[src/rtl/pc_sequencer_pkg.sv]
// Shared encodings for the program-counter sequencer: jump selects, FSM states
// and default field widths.
package pc_sequencer_pkg;

  localparam int DEF_PC_W  = 10;
  localparam int DEF_OFF_W = 16;
  localparam int DEF_TGT_W = 26;

  typedef enum logic [1:0] {
    JUMP_SEQ = 2'b00,
    JUMP_IMM = 2'b01,
    JUMP_REG = 2'b10,
    JUMP_RSV = 2'b11
  } jump_e;

  typedef enum logic [1:0] {
    ST_RUN     = 2'b00,
    ST_HALT    = 2'b01,
    ST_WAIT_IN = 2'b10
  } seq_state_e;

endpackage

[src/rtl/pc_sequencer_next_mux.sv]
// Combinational next-pc selection for ordinary RUN instructions: jump, branch
// or sequential, plus the pc+1 link value.
module pc_next_mux
  import pc_sequencer_pkg::*;
#(
  parameter int PC_W  = DEF_PC_W,
  parameter int OFF_W = DEF_OFF_W,
  parameter int TGT_W = DEF_TGT_W
) (
  input  logic [PC_W-1:0]  i_pc,
  input  logic [1:0]       i_jump,
  input  logic             i_branch,
  input  logic             i_brCond,
  input  logic [OFF_W-1:0] i_brOffset,
  input  logic [TGT_W-1:0] i_jmpTarget,
  input  logic [31:0]      i_rsData,
  output logic [PC_W-1:0]  o_pcPlus1,
  output logic [PC_W-1:0]  o_pcTarget
);

  logic [PC_W-1:0] w_offset;
  logic            w_unused;

  // Offset is sign-extended (or truncated) to pc width; the add wraps naturally.
  assign w_offset  = PC_W'($signed(i_brOffset));
  assign o_pcPlus1 = i_pc + PC_W'(1);
  assign w_unused  = ^{i_rsData[31:PC_W], i_jmpTarget[TGT_W-1:PC_W]};

  always_comb begin
    o_pcTarget = o_pcPlus1;
    case (jump_e'(i_jump))
      JUMP_IMM: o_pcTarget = i_jmpTarget[PC_W-1:0];
      JUMP_REG: o_pcTarget = i_rsData[PC_W-1:0];
      default: begin
        if (i_branch && i_brCond) begin
          o_pcTarget = o_pcPlus1 + w_offset;
        end
      end
    endcase
  end

endmodule

[src/rtl/pc_sequencer.sv]
// Program counter and RUN/HALT/WAIT_IN sequencing; drives the stall qualifier
// that freezes datapath writes and counts retired instructions.
module pc_sequencer
  import pc_sequencer_pkg::*;
#(
  parameter int PC_W  = DEF_PC_W,
  parameter int OFF_W = DEF_OFF_W,
  parameter int TGT_W = DEF_TGT_W
) (
  input  logic             clk,
  input  logic             rst_n,
  input  logic [1:0]       cu_Jump,
  input  logic             cu_Branch,
  input  logic             cu_hlt,
  input  logic             cu_reset,
  input  logic             cu_inSignal,
  input  logic             br_cond,
  input  logic [OFF_W-1:0] br_offset,
  input  logic [TGT_W-1:0] jmp_target,
  input  logic [31:0]      rs_data,
  input  logic             in_valid,
  input  logic             resume,
  output logic [PC_W-1:0]  pc,
  output logic [PC_W-1:0]  pc_plus1,
  output logic             stall,
  output logic             in_ack,
  output logic             halted,
  output logic [31:0]      retired
);

  seq_state_e      r_state;
  seq_state_e      w_stateNext;
  logic [PC_W-1:0] r_pc;
  logic [PC_W-1:0] w_pcNext;
  logic [PC_W-1:0] w_pcPlus1;
  logic [PC_W-1:0] w_pcTarget;
  logic [31:0]     r_retired;
  logic            w_stall;
  logic            w_inAck;
  logic            w_retClr;

  pc_next_mux #(
    .PC_W (PC_W),
    .OFF_W(OFF_W),
    .TGT_W(TGT_W)
  ) u_nextMux (
    .i_pc       (r_pc),
    .i_jump     (cu_Jump),
    .i_branch   (cu_Branch),
    .i_brCond   (br_cond),
    .i_brOffset (br_offset),
    .i_jmpTarget(jmp_target),
    .i_rsData   (rs_data),
    .o_pcPlus1  (w_pcPlus1),
    .o_pcTarget (w_pcTarget)
  );

  always_ff @(posedge clk) begin
    if (!rst_n) begin
      r_state   <= ST_RUN;
      r_pc      <= '0;
      r_retired <= '0;
    end else begin
      r_state <= w_stateNext;
      r_pc    <= w_pcNext;
      if (w_retClr) begin
        r_retired <= '0;
      end else if (!w_stall) begin
        r_retired <= r_retired + 32'd1;
      end
    end
  end

  // Priority chain lets lower-priority controls be don't-care without leaking into outputs.
  always_comb begin
    w_stateNext = r_state;
    w_pcNext    = r_pc;
    w_stall     = 1'b1;
    w_inAck     = 1'b0;
    w_retClr    = 1'b0;
    if (rst_n) begin
      case (r_state)
        ST_RUN: begin
          if (cu_reset) begin
            w_pcNext = '0;
            w_retClr = 1'b1;
          end else if (cu_hlt) begin
            w_stateNext = ST_HALT;
          end else if (cu_inSignal) begin
            if (in_valid) begin
              w_inAck  = 1'b1;
              w_stall  = 1'b0;
              w_pcNext = w_pcPlus1;
            end else begin
              w_stateNext = ST_WAIT_IN;
            end
          end else begin
            w_stall  = 1'b0;
            w_pcNext = w_pcTarget;
          end
        end
        ST_WAIT_IN: begin
          if (in_valid) begin
            w_inAck     = 1'b1;
            w_stall     = 1'b0;
            w_pcNext    = w_pcPlus1;
            w_stateNext = ST_RUN;
          end
        end
        ST_HALT: begin
          if (resume) begin
            w_pcNext    = w_pcPlus1;
            w_stateNext = ST_RUN;
          end
        end
        default: w_stateNext = ST_RUN;
      endcase
    end
  end

  assign pc       = r_pc;
  assign pc_plus1 = w_pcPlus1;
  assign stall    = w_stall;
  assign in_ack   = w_inAck;
  assign halted   = (r_state == ST_HALT);
  assign retired  = r_retired;

endmodule

[config.mk]
export PLATFORM = sky130hd
export DESIGN_NAME = pc_sequencer
export DESIGN_NICKNAME = d
export VERILOG_FILES = /design/src/rtl/pc_sequencer_pkg.sv /design/src/rtl/pc_sequencer_next_mux.sv /design/src/rtl/pc_sequencer.sv
export SDC_FILE = /design/constraint.sdc
export NUM_CORES = 1
export LEC_CHECK = 0
export BUFFER_PORTS_ARGS = -buffer_cell sky130_fd_sc_hd__buf_2
export CAP_MARGIN = 5
export CORE_AREA = 2 2 72 102
export DETAILED_ROUTE_END_ITERATION = 6
export DIE_AREA = 0 0 74 104
export GPL_ROUTABILITY_DRIVEN = 1
export GPL_TIMING_DRIVEN = 0
export PLACE_DENSITY = 0.79
export SYNTH_ARGS = -nofsm -noshare
export SYNTH_HDL_FRONTEND = slang
export SYNTH_SLANG_ARGS = --single-unit
export TNS_END_PERCENT = 50
[constraint.sdc]
create_clock -name clk -period 6.3 [get_ports clk]
set_input_delay 0 -clock clk [delete_from_list [all_inputs] [get_ports clk]]
set_output_delay 0 -clock clk [all_outputs]
set_load 0.02 [all_outputs]
==> results.md, run 1 <==
- In the synthesized netlist the dominant register cell turns out to be sky130_fd_sc_hd__dfxtp_1.
- The worst pin sits at a relative slew slack of between 40% and 50%.
- The register-to-register path setup slack is around 3 ns.
- The clock net sink count is 44.
- The placeable core region is 0.00680 sq mm.
- After synthesis, the mean cell area works out to about 7.8 sq um.
- After detailed routing, the number of remaining DRC violations is 0.
- For hold timing, the worst endpoint is pc[9]$_SDFFE_PN0P_.
- In this run the tool buffered the top-level ports with 94 buffer cells.
- The number of global-route vias before repair was between 3000 and 4000.
- The clock buffer count from CTS is 5.
- IR analysis of the VDD net gives a maximum drop of roughly 0.00011 V.
- The count of pins over their slew limit is 0.
- The type of destination of the critical path is a register.
- Routability-driven placement finished with a final weighted congestion of 0.888.
- The effective utilization at floorplan is roughly half.
- The run finished with clean final reports.
- Of the available clock period, the critical path in the final layout requires just over 50%.
- For the pin with the worst max-slew slack, the measured transition is around 0.86 ns.
- The count of state elements after synthesis is 44.
- Global routing used between 20% and 30% of the available tracks.
- The vertical die dimension is approximately 100 um.
- Static timing analysis puts the maximum clock frequency at just over 0.3 GHz.
- From synthesis to final layout, the design area changed by 21.8%.
- The type of the worst setup path is reg -> reg.
- After layout, the worst setup slack is between 3 and 4 ns.
- Setup total negative slack on the finished layout was measured at 0 ns.
- Of the cells placed in the final design, the portion with a size suffix greater than 1 is between 20% and 30%.
- For this design, the CTS-stage hold fixing added 0 buffers.
- The clock share of power is between 30% and 40%.
- The clock tree synthesis step divided the H-tree into 2 levels.
- Setup repair after global routing left no endpoint under its margin.
- The die is about 74 um wide.
- The count of synthesis-stage warnings from yosys is 0.
- For this block, the initial DRC count from the detailed router was 106.
- The antenna cell count is 0.
- Summed over all nets, the switching power comes to around 0.00028 W.
- The path class of the tightest hold or removal check is in -> reg.
- The number of distinct library cells after synthesis is 58.
- For this run, the share of the core covered by cells in the final layout is roughly three fifths.
- For the final database, setup skew stands at roughly 0.0072 ns.
- The maximum fanout encountered on the critical timing path is 7.
- Of the synthesized area, sequential elements account for between 20% and 30%.
- The number of hold-slack violations in the final timing report is 0.
- Setup violations remaining at the end of the flow were counted as 0.
- The cell sitting at the root of the clock tree is a sky130_fd_sc_hd__clkbuf_8.
- The routed design could run at a clock period as short as roughly 3.3 ns.
- In this run the power density over the cells is about 200 mW/mm^2.
- The final wirelength is ~8900 um.
- After clock tree synthesis, the clock-pin slew on the worst setup and hold paths is 0.08 ns.
- The clock latency at the later pin of the worst-skew pair is ~0.30 ns.
- The first-pass GRT wire length is between 10000 and 15000 um.
- Data arrives at the worst endpoint at 3.46 ns.
- In the synthesized netlist the async set-or-reset flop fraction comes to 0%.
- The logic gate share of total power is 33.5%.
- In this run the remaining antenna-violating nets after routing total 0.
- Internal power comes to between 0.0005 and 0.0006 W.
- The floorplan step defined a die boundary enclosing 0.00770 sq mm.
- The endpoint identified for the worst register-to-register timing path is pc[9]$_SDFFE_PN0P_.
- For this run the aggregate overflow at the end of global routing stands at 0.
- After detailed placement, the total cell area comes to a little under 0.004 sq mm.
- The proportion of power drawn by flip-flops and latches is a little over a third.
- The deepest clock path buffer count is 2.
- The tool flagged a number of max-cap violations equal to 0.
- Counting every net in the synthesized netlist gives 527.
- The TritonCTS clock tree is yes.
- At the worst endpoint, the required time is about 6.5 ns.
- Summed over all nets, the half-perimeter wirelength after detailed placement is about 7000 um.
- The startpoint of the worst register-to-register path is pc[1]$_SDFFE_PN0P_.
- The first-pass iteration count of the detailed router is 4.
- The start point of the worst min-delay path is rst_n.
- The synthesized netlist occupies a cell area of 0.00330 sq mm.
- In this run the core area contains 36 standard-cell rows.
- The final non-filler cell area is between 0.004 and 0.005 sq mm.
- Dividing the detail-routed wire length by the instance count gives between 10 and 15 um.
- The net count reported at finish is between 600 and 700.
- The largest net degree at the start of global routing is 14.
- The post-cts sizing count is 0.
- Synthesis handed over a netlist of around 430 instances.
- In this run the post-CTS setup repair buffer count came out at 0.
- The worst setup slack after placement is 3.12 ns.
- The analysis attributes to cell leakage a power of ~1.8 nW.
- Net switching is between 30% and 40% of the power.
- The average vias per placed instance is between 5 and 6.
- The startpoint type of the worst setup path is a register.
- The number of enable flip-flop cells after synthesis is 0.
- For this design the top-level I/O count stands at 140.
- The number of cells traversed by the worst register-to-register path is 12.
- The number of vias after detailed routing is around 3500.
- The cell depth of the worst min-delay path is 3.
- The number of antenna violations at the first check in global routing is 0.
-- metal layers --
| layer | wire [um] | global-route usage [%] |
|---|---|---|
| met5 | 0 | 0 |
| met3 | 558 | 3.20 |
| met2 | 4650 | 43.6 |
| met1 | 3420 | 25.1 |
| met4 | 238 | 9.74 |
-- power by group through the flow --
stage,clock network [W],registers [W],logic (W)
floorplan,0,0.000314,0.000187
global placement,0,0.000304,0.000270
detailed placement,0,0.000305,0.000274
CTS,0.000258,0.000298,0.000276
global route,0.000269,0.000300,0.000306
finish,0.000253,0.000298,0.000278
-- metrics by stage --
stage / std cells / power (W) / hold slack [ns]
2_1_floorplan: 425 / 0.000501 / 0.150
6_report: 621 / 0.000828 / 0.0118
3_5_place_dp: 614 / 0.000579 / 0.319
5_1_grt: 621 / 0.000875 / 0.0409
3_3_place_gp: 614 / 0.000574 / 0.328
4_1_cts: 621 / 0.000832 / 0.000186
-- worst max-delay path by stage --
stage	start	endpoint	slack (ns)	cells after the start
2_1_floorplan	pc[1]$_SDFFE_PN0P_	pc[8]$_SDFFE_PN0P_	3.17	13
3_3_place_gp	pc[1]$_SDFFE_PN0P_	pc[9]$_SDFFE_PN0P_	3.20	12
3_5_place_dp	pc[1]$_SDFFE_PN0P_	pc[9]$_SDFFE_PN0P_	3.12	12
4_1_cts	pc[1]$_SDFFE_PN0P_	pc[9]$_SDFFE_PN0P_	3.08	12
5_1_grt	pc[1]$_SDFFE_PN0P_	pc[9]$_SDFFE_PN0P_	2.83	12
6_report	pc[1]$_SDFFE_PN0P_	pc[9]$_SDFFE_PN0P_	3.04	12
-- cell usage in the layout (no fill, tap or decap), types with 7 or more instances in the layout --
cell type and count:
sky130_fd_sc_hd__clkbuf_1 21, sky130_fd_sc_hd__a31oi_1 7, sky130_fd_sc_hd__a21oi_1 30, sky130_fd_sc_hd__buf_2 97, sky130_fd_sc_hd__a211oi_1 8, sky130_fd_sc_hd__xor2_1 38, sky130_fd_sc_hd__ha_1 16, sky130_fd_sc_hd__xnor2_1 12
sky130_fd_sc_hd__o21ai_0 15, sky130_fd_sc_hd__nor2_1 42, sky130_fd_sc_hd__and4_1 7, sky130_fd_sc_hd__dfxtp_1 44, sky130_fd_sc_hd__inv_1 13, sky130_fd_sc_hd__nand2_1 35, sky130_fd_sc_hd__a221oi_1 7, sky130_fd_sc_hd__and3_1 8
sky130_fd_sc_hd__nand2b_1 7, sky130_fd_sc_hd__nand4_1 13, sky130_fd_sc_hd__nand3_1 19
-- critical path: stages, from the launching register on --
cell and delay (ns):
sky130_fd_sc_hd__dfxtp_1 0.45, sky130_fd_sc_hd__ha_1 0.30, sky130_fd_sc_hd__and3_1 0.20, sky130_fd_sc_hd__buf_2 0.16
sky130_fd_sc_hd__and3_1 0.25, sky130_fd_sc_hd__xor2_1 0.26, sky130_fd_sc_hd__ha_1 0.34, sky130_fd_sc_hd__a21oi_1 0.21
sky130_fd_sc_hd__o21ai_0 0.16, sky130_fd_sc_hd__o21a_1 0.20, sky130_fd_sc_hd__nor3_1 0.30, sky130_fd_sc_hd__o32ai_1 0.15
sky130_fd_sc_hd__a211oi_1 0.19
-- registers in the layout, indices dropped and copies added (netlist names) --
signal,count
r_state,2
retired,32
pc,10
-- cell usage after synthesis, types with 5 or more instances --
cell / count / share of area [%]
sky130_fd_sc_hd__dfxtp_1: 44 / 27
sky130_fd_sc_hd__nor2_1: 42 / 4.8
sky130_fd_sc_hd__xor2_1: 38 / 10
sky130_fd_sc_hd__nand2_1: 35 / 4.0
sky130_fd_sc_hd__a21oi_1: 30 / 4.5
sky130_fd_sc_hd__clkbuf_1: 21 / 2.4
sky130_fd_sc_hd__nand3_1: 19 / 2.9
sky130_fd_sc_hd__ha_1: 16 / 6.1
sky130_fd_sc_hd__o21ai_0: 15 / 2.3
sky130_fd_sc_hd__inv_1: 13 / 1.5
sky130_fd_sc_hd__nand4_1: 13 / 2.5
sky130_fd_sc_hd__xnor2_1: 12 / 3.2
sky130_fd_sc_hd__a211oi_1: 8 / 1.8
sky130_fd_sc_hd__and3_1: 8 / 1.5
sky130_fd_sc_hd__a221oi_1: 7 / 1.9
sky130_fd_sc_hd__a31oi_1: 7 / 1.3
sky130_fd_sc_hd__and4_1: 7 / 1.9
sky130_fd_sc_hd__nand2b_1: 7 / 1.3
sky130_fd_sc_hd__o211ai_1: 6 / 1.4
sky130_fd_sc_hd__or3_1: 6 / 1.1
sky130_fd_sc_hd__a21o_1: 5 / 1.1
sky130_fd_sc_hd__nor2b_1: 5 / 0.95
-- kinds of logic after synthesis --
family	after synthesis	synth area share, %
AO/OA/AOI/OAI	105	21.1
AND/OR/NAND/NOR	164	25.7
adder cells (fa/ha/maj)	17	6.67
buffers and inverters	41	5.34
flip-flops	44	26.7
multiplexers	4	1.25
XOR/XNOR	50	13.3
-- layout make-up --
class	count	area, sq um
fill	633	2780
multi-input combinational	340	2240
sequential	44	881
timing repair buffer	94	470
buffer	28	128
tap	95	119
clock buffer	5	68.8
clock inverter	2	60.1
inverter	13	48.8
No activity file was read; power rests on OpenSTA's default activity.
==> run 2: changes to the inputs <==
--- a/config.mk
+++ b/config.mk
@@ -7,12 +7,12 @@
 export LEC_CHECK = 0
 export BUFFER_PORTS_ARGS = -buffer_cell sky130_fd_sc_hd__buf_2
 export CAP_MARGIN = 5
-export CORE_AREA = 2 2 72 102
+export CORE_AREA = 2 2 73 103
 export DETAILED_ROUTE_END_ITERATION = 6
-export DIE_AREA = 0 0 74 104
+export DIE_AREA = 0 0 75 105
 export GPL_ROUTABILITY_DRIVEN = 1
 export GPL_TIMING_DRIVEN = 0
-export PLACE_DENSITY = 0.79
+export PLACE_DENSITY = 0.78
 export SYNTH_ARGS = -nofsm -noshare
 export SYNTH_HDL_FRONTEND = slang
 export SYNTH_SLANG_ARGS = --single-unit
==> constraint.sdc (replaced) <==
create_clock -name clk -period 3.2 [get_ports clk]
set_input_delay 0 -clock clk [delete_from_list [all_inputs] [get_ports clk]]
set_output_delay 0 -clock clk [all_outputs]
set_load 0.02 [all_outputs]
==> run 2 against run 1 <==
- critical path depth increased by 1
- sequential power increased by 98%
- combinational power increased by 98%
- total power increased by 89%
- worst setup slack lost 2.8 ns
- critical path type unchanged
- critical endpoint is now pc[8]$_SDFFE_PN0P_
- highest routed layer unchanged
==> results.md, run 2 (same netlist as run 1, synthesis figures left out) <==
- The flow ran to the end, and the final reports show no timing, DRC or antenna violations.
- The detail route stage leaves a number of antenna-violating nets equal to 0.
- The final weighted congestion of routability-driven global placement is roughly 0.89.
- During I/O placement, the number of pins put on the boundary was 140.
- In this run, CTS created clock tree buffers numbering 5.
- Measured against its own limit, the worst slew margin works out to between 40% and 50%.
- The worst setup path is captured at a register.
- The start point of the worst min-delay path is rst_n.
- The maximum fanout encountered on the critical timing path is 7.
- The count of pins over their slew limit is 0.
- Along the worst hold path, the cell count comes to 3.
- The number of cells traversed by the worst register-to-register path is 13.
- The placeable core region is 0.00689 sq mm.
- The floorplan has 36 rows.
- The startpoint type of the worst setup path is a register.
- The endpoint of the worst hold path is pc[9]$_SDFFE_PN0P_.
- The largest net degree at the start of global routing is 14.
- The total overflow left after global routing is 0.
- The sum of net half-perimeters after detailed placement is between 7000 and 8000 um.
- The type of the worst setup path is reg -> reg.
- After detailed routing, the number of remaining DRC violations is 0.
- The kind of cell with the highest combined delay along the critical path is compound AO/OA/AOI/OAI gates.
- The register with the most flip-flops in the layout has 32 of them.
- The clock slew seen by the registers of the worst setup and hold paths is approximately 0.08 ns.
- The worst path in the final design needs a cycle of ~3 ns, including I/O delays and setup.
- The clock drives 44 sinks.
- The static leakage power is between 1.5 and 2 nW.
- The transition time at the pin with the least slew margin is ~0.89 ns.
- In this run, placement finished with an instance count of 614.
- In this run the deepest clock path goes through 2 buffers.
- For the worst-skew pair, the clock arrives at the later sink with an insertion delay of around 0.3 ns.
- The total of max-cap violations is 0.
- Once layout is done, the placed cells without fillers occupy between 0.004 and 0.005 sq mm.
- At the worst endpoint, the arrival time is around 3.1 ns.
- Adding up every negative setup slack in the final design gives 0 ns.
- The final wirelength is approximately 8800 um.
- In the layout the commonest cells are sky130_fd_sc_hd__buf_2 (97), sky130_fd_sc_hd__dfxtp_1 (43), sky130_fd_sc_hd__nor2_1 (42).
- The number of hold-slack violations in the final timing report was 0.
- The total global routing track utilization is a little under a quarter.
- The cell with the most instances on the worst path is sky130_fd_sc_hd__and3_1.
- Setup repair after global routing left no endpoint under its margin.
- The antenna cell count is 0.
- The number of antenna violations at the first check in global routing came to 0.
- Derived from the worst setup path, the maximum achievable clock frequency is around 0.34 GHz.
- The fraction of the core area covered by cells at the end of the flow is roughly three fifths.
- VDD sags by at most ~0.00019 V.
- The die extent in x is 75 um.
- The startpoint identified for the worst register-to-register timing path is pc[1]$_SDFFE_PN0P_.
- Of the available clock period, the critical path in the final layout requires 91.8%.
- The library cell used most frequently in the layout, excluding fill and tap cells, is sky130_fd_sc_hd__buf_2.
- Clock tree synthesis selected as its root buffer the cell sky130_fd_sc_hd__clkbuf_8.
- The first detailed-routing pass took 4 iterations.
- The first-pass GRT wire length is between 10000 and 15000 um.
- The effective utilization at floorplan is a little under half.
- Together, buffers and inverters on the worst path number 1.
- The class of the tightest hold or removal check is in -> reg.
- Before CTS, the worst setup slack after placement is approximately 0.049 ns.
- The routed layout has 3474 vias.
- The DRC marker count from the first detailed-route iteration is between 100 and 150.
- The placed cell area is approximately 0.004 sq mm.
- The setup violation total in the final timing report is 0.
- The die is between 100 and 150 um tall.
- The post-detailed-route wirelength per cell is 14.2 um.
- The number of global-route vias before repair is between 3000 and 4000.
- The destination of the worst register-to-register timing path is pc[8]$_SDFFE_PN0P_.
- After layout, the worst setup slack is between 0.2 and 0.3 ns.
- The register-to-register path setup slack is roughly 0.26 ns.
- The worst endpoint required time is between 3 and 4 ns.
- The largest single stage delay on the critical path is roughly 0.40 ns.
- The total setup buffers inserted after CTS is 0.
- The power per cell area is ~390 mW/mm^2.
- The count of input and output buffers is 94.
- The synthesis-to-finish area growth is 21.8%.
- The largest individual stage delay along the critical path comes from the cell sky130_fd_sc_hd__dfxtp_2.
- The total die area is between 0.007 and 0.008 sq mm.
- The clock arrives with approximately 0.0019 ns of skew.
- Walking the worst path, the cells encountered are ha_2 -> and3_1 -> buf_2 -> and3_1 -> xor2_2 -> ha_1 -> o21ai_0 -> nand2b_1 -> a21oi_1 -> nor2b_1 -> xnor2_1 -> o211a_1 -> o41ai_1.
- The clock tree synthesis step divided the H-tree into 2 levels.
- TritonCTS built the clock tree.
- The share of cells above drive strength 1 is a little under a quarter.
- The count of placed standard cells in the final layout, fillers left out is approximately 620.
- The average vias per placed instance is about 5.6.
- After the last flow step, the layout net total stands at 627.
==> run 2: changes by cell type in the layout (fill, tap and decap cells not counted), sizes merged <==
cell and change:
bufinv -1, clkinv +1
==> run 2: through the flow <==
stage | hold slack (ns) | power (W)
5_1_grt | 0.00977 | 0.00166
3_5_place_dp | 0.333 | 0.00114
6_report | 0.0169 | 0.00157
2_1_floorplan | 0.150 | 0.000987
4_1_cts | 0.00964 | 0.00157
3_3_place_gp | 0.328 | 0.00113
==> run 2: what timing repair did <==
action | 4_1_cts | 5_1_grt
setup endpoints to repair | 0 | 2
hold buffers | 0 | 0
hold endpoints to repair | 0 | 0
gates resized for setup | 0 | 7
==> run 2: worst min-delay path, cell delays in order <==
cell and delay [ns]:
sky130_fd_sc_hd__buf_2 0.14, sky130_fd_sc_hd__o21ai_0 0.08, sky130_fd_sc_hd__a211oi_1 0.05
==> run 2: power by group <==
group / internal, W / total (W) / switching (W)
clock network: 0.000232 / 0.000425 / 0.000193
registers: 0.000567 / 0.000591 / 0.0000237
logic: 0.000217 / 0.000550 / 0.000333
==> run 2: layout make-up <==
| class | instances | area (sq um) |
|---|---|---|
| inverter | 13 | 48.8 |
| tap | 95 | 119 |
| sequential | 44 | 882 |
| fill | 669 | 2870 |
| clock buffer | 6 | 72.6 |
| clock inverter | 2 | 35.0 |
| timing repair buffer | 94 | 470 |
| multi-input combinational | 340 | 2270 |
| buffer | 27 | 125 |
==> run 2: worst max-delay path by stage <==
stage                                     to  depth (start not counted)  slack (ns)                from
final                     pc[8]$_SDFFE_PN0P_                         13        0.26  pc[1]$_SDFFE_PN0P_
after global routing      pc[8]$_SDFFE_PN0P_                         13        0.04  pc[1]$_SDFFE_PN0P_
after CTS                 pc[9]$_SDFFE_PN0P_                         12        0.01  pc[1]$_SDFFE_PN0P_
after detailed placement  pc[9]$_SDFFE_PN0P_                         12        0.05  pc[1]$_SDFFE_PN0P_
after global placement    pc[9]$_SDFFE_PN0P_                         12        0.09  pc[1]$_SDFFE_PN0P_
after floorplan           pc[8]$_SDFFE_PN0P_                         13        0.07  pc[1]$_SDFFE_PN0P_
==> run 2: layer usage <==
layer | track usage (%) | vias to the layer above | wire, um
li1 | - | 1728 | -
met1 | 25.5 | 1586 | 3450
met2 | 40.6 | 140 | 4580
met3 | 3.18 | 20 | 539
met4 | 9.69 | 0 | 245
met5 | 0 | - | 0
==> run 3: changes to the inputs <==
--- a/config.mk
+++ b/config.mk
@@ -12,7 +12,7 @@
 export DIE_AREA = 0 0 75 105
 export GPL_ROUTABILITY_DRIVEN = 1
 export GPL_TIMING_DRIVEN = 0
-export PLACE_DENSITY = 0.78
+export PLACE_DENSITY = 0.8
 export SYNTH_ARGS = -nofsm -noshare
 export SYNTH_HDL_FRONTEND = slang
 export SYNTH_SLANG_ARGS = --single-unit
==> run 3 against run 2 <==
- routed wire length shrank 1.1%
- critical endpoint is now pc[9]$_SDFFE_PN0P_
- clock skew grew 0.0043 ns
- sequential power is essentially flat
- via count shrank 0.98%
- register-to-register slack lost 0.05 ns
- combinational power shrank 0.7%
- critical path type unchanged
- global-route usage grew 0.20 points
==> results.md, run 3 (same netlist as run 1, synthesis figures left out) <==
- The analysis attributes to cell leakage a power of 1.77 nW.
- Tracing the worst setup path back leads to its startpoint at pc[1]$_SDFFE_PN0P_.
- Final hold analysis gives a worst-case slack of ~0.022 ns.
- The number of instances in the placed design is approximately 600.
- The number of antenna diodes in the final layout is 0.
- The final-layout fill cell count is 676.
- The CTS H-tree depth is 2.
- The number of clock buffers added by TritonCTS is 5.
- The first detailed-routing pass ran for 5 iterations.
- The transition time at the pin with the least slew margin is between 0.8 and 0.9 ns.
- The placed instances occupy a cell area of 0.00389 sq mm.
- Headroom to the max-slew limit came out at 43.8%.
- The maximum fanout encountered on the critical timing path is 7.
- The startpoint type of the worst setup path is a register.
- The worst setup path is captured at a register.
- Adding up every negative setup slack in the final design gives 0 ns.
- Measured along the x axis, the die boundary spans between 70 and 80 um.
- Clock tree synthesis found a total of 44 sinks.
- The number of hold-slack violations in the final timing report was 0.
- The flip-flop count of the largest register after layout is 32.
- Cells fill approximately three fifths of the core in the end.
- The clock latency at the later pin of the worst-skew pair is 0.29 ns.
- Clock skew on the completed layout was measured at between 0.006 and 0.007 ns.
- The number of antenna violations at the first check in global routing is 0.
- The class of the tightest hold or removal check is in -> reg.
- The HPWL after detailed placement is between 7000 and 8000 um.
- The final wirelength is 8720 um.
- During I/O placement, the number of pins put on the boundary was 140.
- For this configuration, the core starts out at a cell density of 47.9%.
- The worst hold path begins at rst_n.
- The number of setup buffers added after CTS is 0.
- The die is 105 um tall.
- The die covers 0.00788 sq mm.
- The count of pins over their slew limit is 0.
- The share of cells above drive strength 1 is 23.0%.
- The area growth from synthesis to layout is 22.4%.
- The worst path in the final design needs a cycle of 2.99 ns, including I/O delays and setup.
- The worst endpoint required time is roughly 3.4 ns.
- Setup repair after global routing left no endpoint under its margin.
- The number of global-route vias before repair is 3296.
- The average vias per placed instance is about 5.5.
- For this run, the total global-route usage over all layers was measured as between 20% and 30%.
- Setup violations remaining at the end of the flow were counted as 0.
- Input and output buffers added on the ports amount to 94.
- In the layout the commonest cells are sky130_fd_sc_hd__buf_2 (97), sky130_fd_sc_hd__dfxtp_1 (43), sky130_fd_sc_hd__nor2_1 (42).
- The final layout contains 627 nets.
- The register-to-register path setup slack is approximately 0.21 ns.
- The run finished with clean final reports.
- Data arrives at the worst endpoint at 3.19 ns.
- No sink is reached through more buffers than the 2 on the longest clock path.
- In this run the clock root is driven by a sky130_fd_sc_hd__clkbuf_8.
- The number of nets with antenna violations after detailed routing is 0.
- The setup path with the least slack is of type reg -> reg.
- The most frequent standard cell in the layout excluding fill and tap cells is sky130_fd_sc_hd__buf_2.
- The placeable core region is between 0.006 and 0.007 sq mm.
- The total overflow left after global routing is 0.
- The worst path uses between 90% and 100% of the clock period.
- Timing would allow up to around 0.33 GHz.
- Entering global routing, the biggest net connects 14 pins.
- The number of vias after detailed routing is 3440.
- The post-detailed-route wirelength per cell is around 14 um.
- Summing all flip-flop and latch instances after layout gives roughly 900 sq um.
- The area taken by multi-input logic gates is about 0.0023 sq mm.
- The maximum ir drop on the vdd rail is ~0.00020 V.
- After detailed routing, the number of remaining DRC violations is 0.
- For this design the ratio of total power to cell area is between 400 and 500 mW/mm^2.
- The startpoint identified for the worst register-to-register timing path is pc[1]$_SDFFE_PN0P_.
- The finished layout holds 620 standard cells, fillers aside.
- The total of max-cap violations is 0.
- TritonCTS built the clock tree.
- The clock slew seen by the registers of the worst setup and hold paths is about 0.08 ns.
- The DRC marker count from the first detailed-route iteration is 128.
- The final non-filler cell area is just over 0.004 sq mm.
- The number of cell rows is 36.
- The first global-routing pass estimated between 10000 and 15000 um of wire.
- At the end of routability-driven placement, the weighted congestion stood at about 0.90.
## run 3: cell count changes in the layout (fill, tap and decap cells not counted), sizes merged
cell / previous run / this run
bufinv: 1 / 2
clkbuf: 26 / 25
clkinv: 1 / 0
## run 3: metal layers
metal / up-vias / track usage [%] / wire length [um]
li1: 1726 / - / -
met1: 1578 / 25.1 / 3420
met2: 118 / 41.7 / 4560
met3: 18 / 4.05 / 509
met4: 0 / 8.55 / 234
met5: - / 0 / 0
## run 3: what timing repair did
item                       CTS  global route
setup endpoints to repair    0             2
hold buffers                 0             0
gates resized for setup      0             7
## run 3: cell type report
cell class                      instances  area share (%)
Multi-Input combinational cell        340            56.1
Sequential cell                        44            21.8
Timing Repair Buffer                   94            11.6
Buffer                                 27            3.10
Tap cell                               95            2.94
Clock buffer                            5            1.70
Clock inverter                          2            1.49
Inverter                               13            1.21
## run 3: path summary, 6_finish.rpt
kind,to,depth (start not counted)
setup / recovery,pc[9]$_SDFFE_PN0P_,12
hold / removal,pc[9]$_SDFFE_PN0P_,3
setup reg to reg,pc[9]$_SDFFE_PN0P_,12
hold reg to reg,retired[1]$_SDFFE_PP0N_,2
## run 3: metrics by stage
step	power [W]	setup slack [ns]
floorplan	0.000987	0.0652
CTS	0.00163	0.0133
detailed placement	0.00114	0.0543
finish	0.00163	0.211
global route	0.00173	0.0501
global placement	0.00113	0.101
## run 3: critical path: stages (launching register included)
cell and delay (ns):
sky130_fd_sc_hd__dfxtp_2 0.39, sky130_fd_sc_hd__ha_2 0.25, sky130_fd_sc_hd__and3_1 0.17, sky130_fd_sc_hd__buf_2 0.16, sky130_fd_sc_hd__and2_1 0.19, sky130_fd_sc_hd__xor2_1 0.34, sky130_fd_sc_hd__ha_1 0.36, sky130_fd_sc_hd__a21oi_1 0.16
sky130_fd_sc_hd__o21ai_0 0.14, sky130_fd_sc_hd__o21a_1 0.21, sky130_fd_sc_hd__nor3_2 0.21, sky130_fd_sc_hd__o32ai_1 0.12, sky130_fd_sc_hd__a211oi_1 0.18
## run 3: power breakdown
group          internal, W  total (W)  switching (W)  leakage, nW
logic             0.000216   0.000546       0.000331         1.35
clock network     0.000307   0.000491       0.000184       0.0642
registers         0.000567   0.000591      0.0000240        0.357
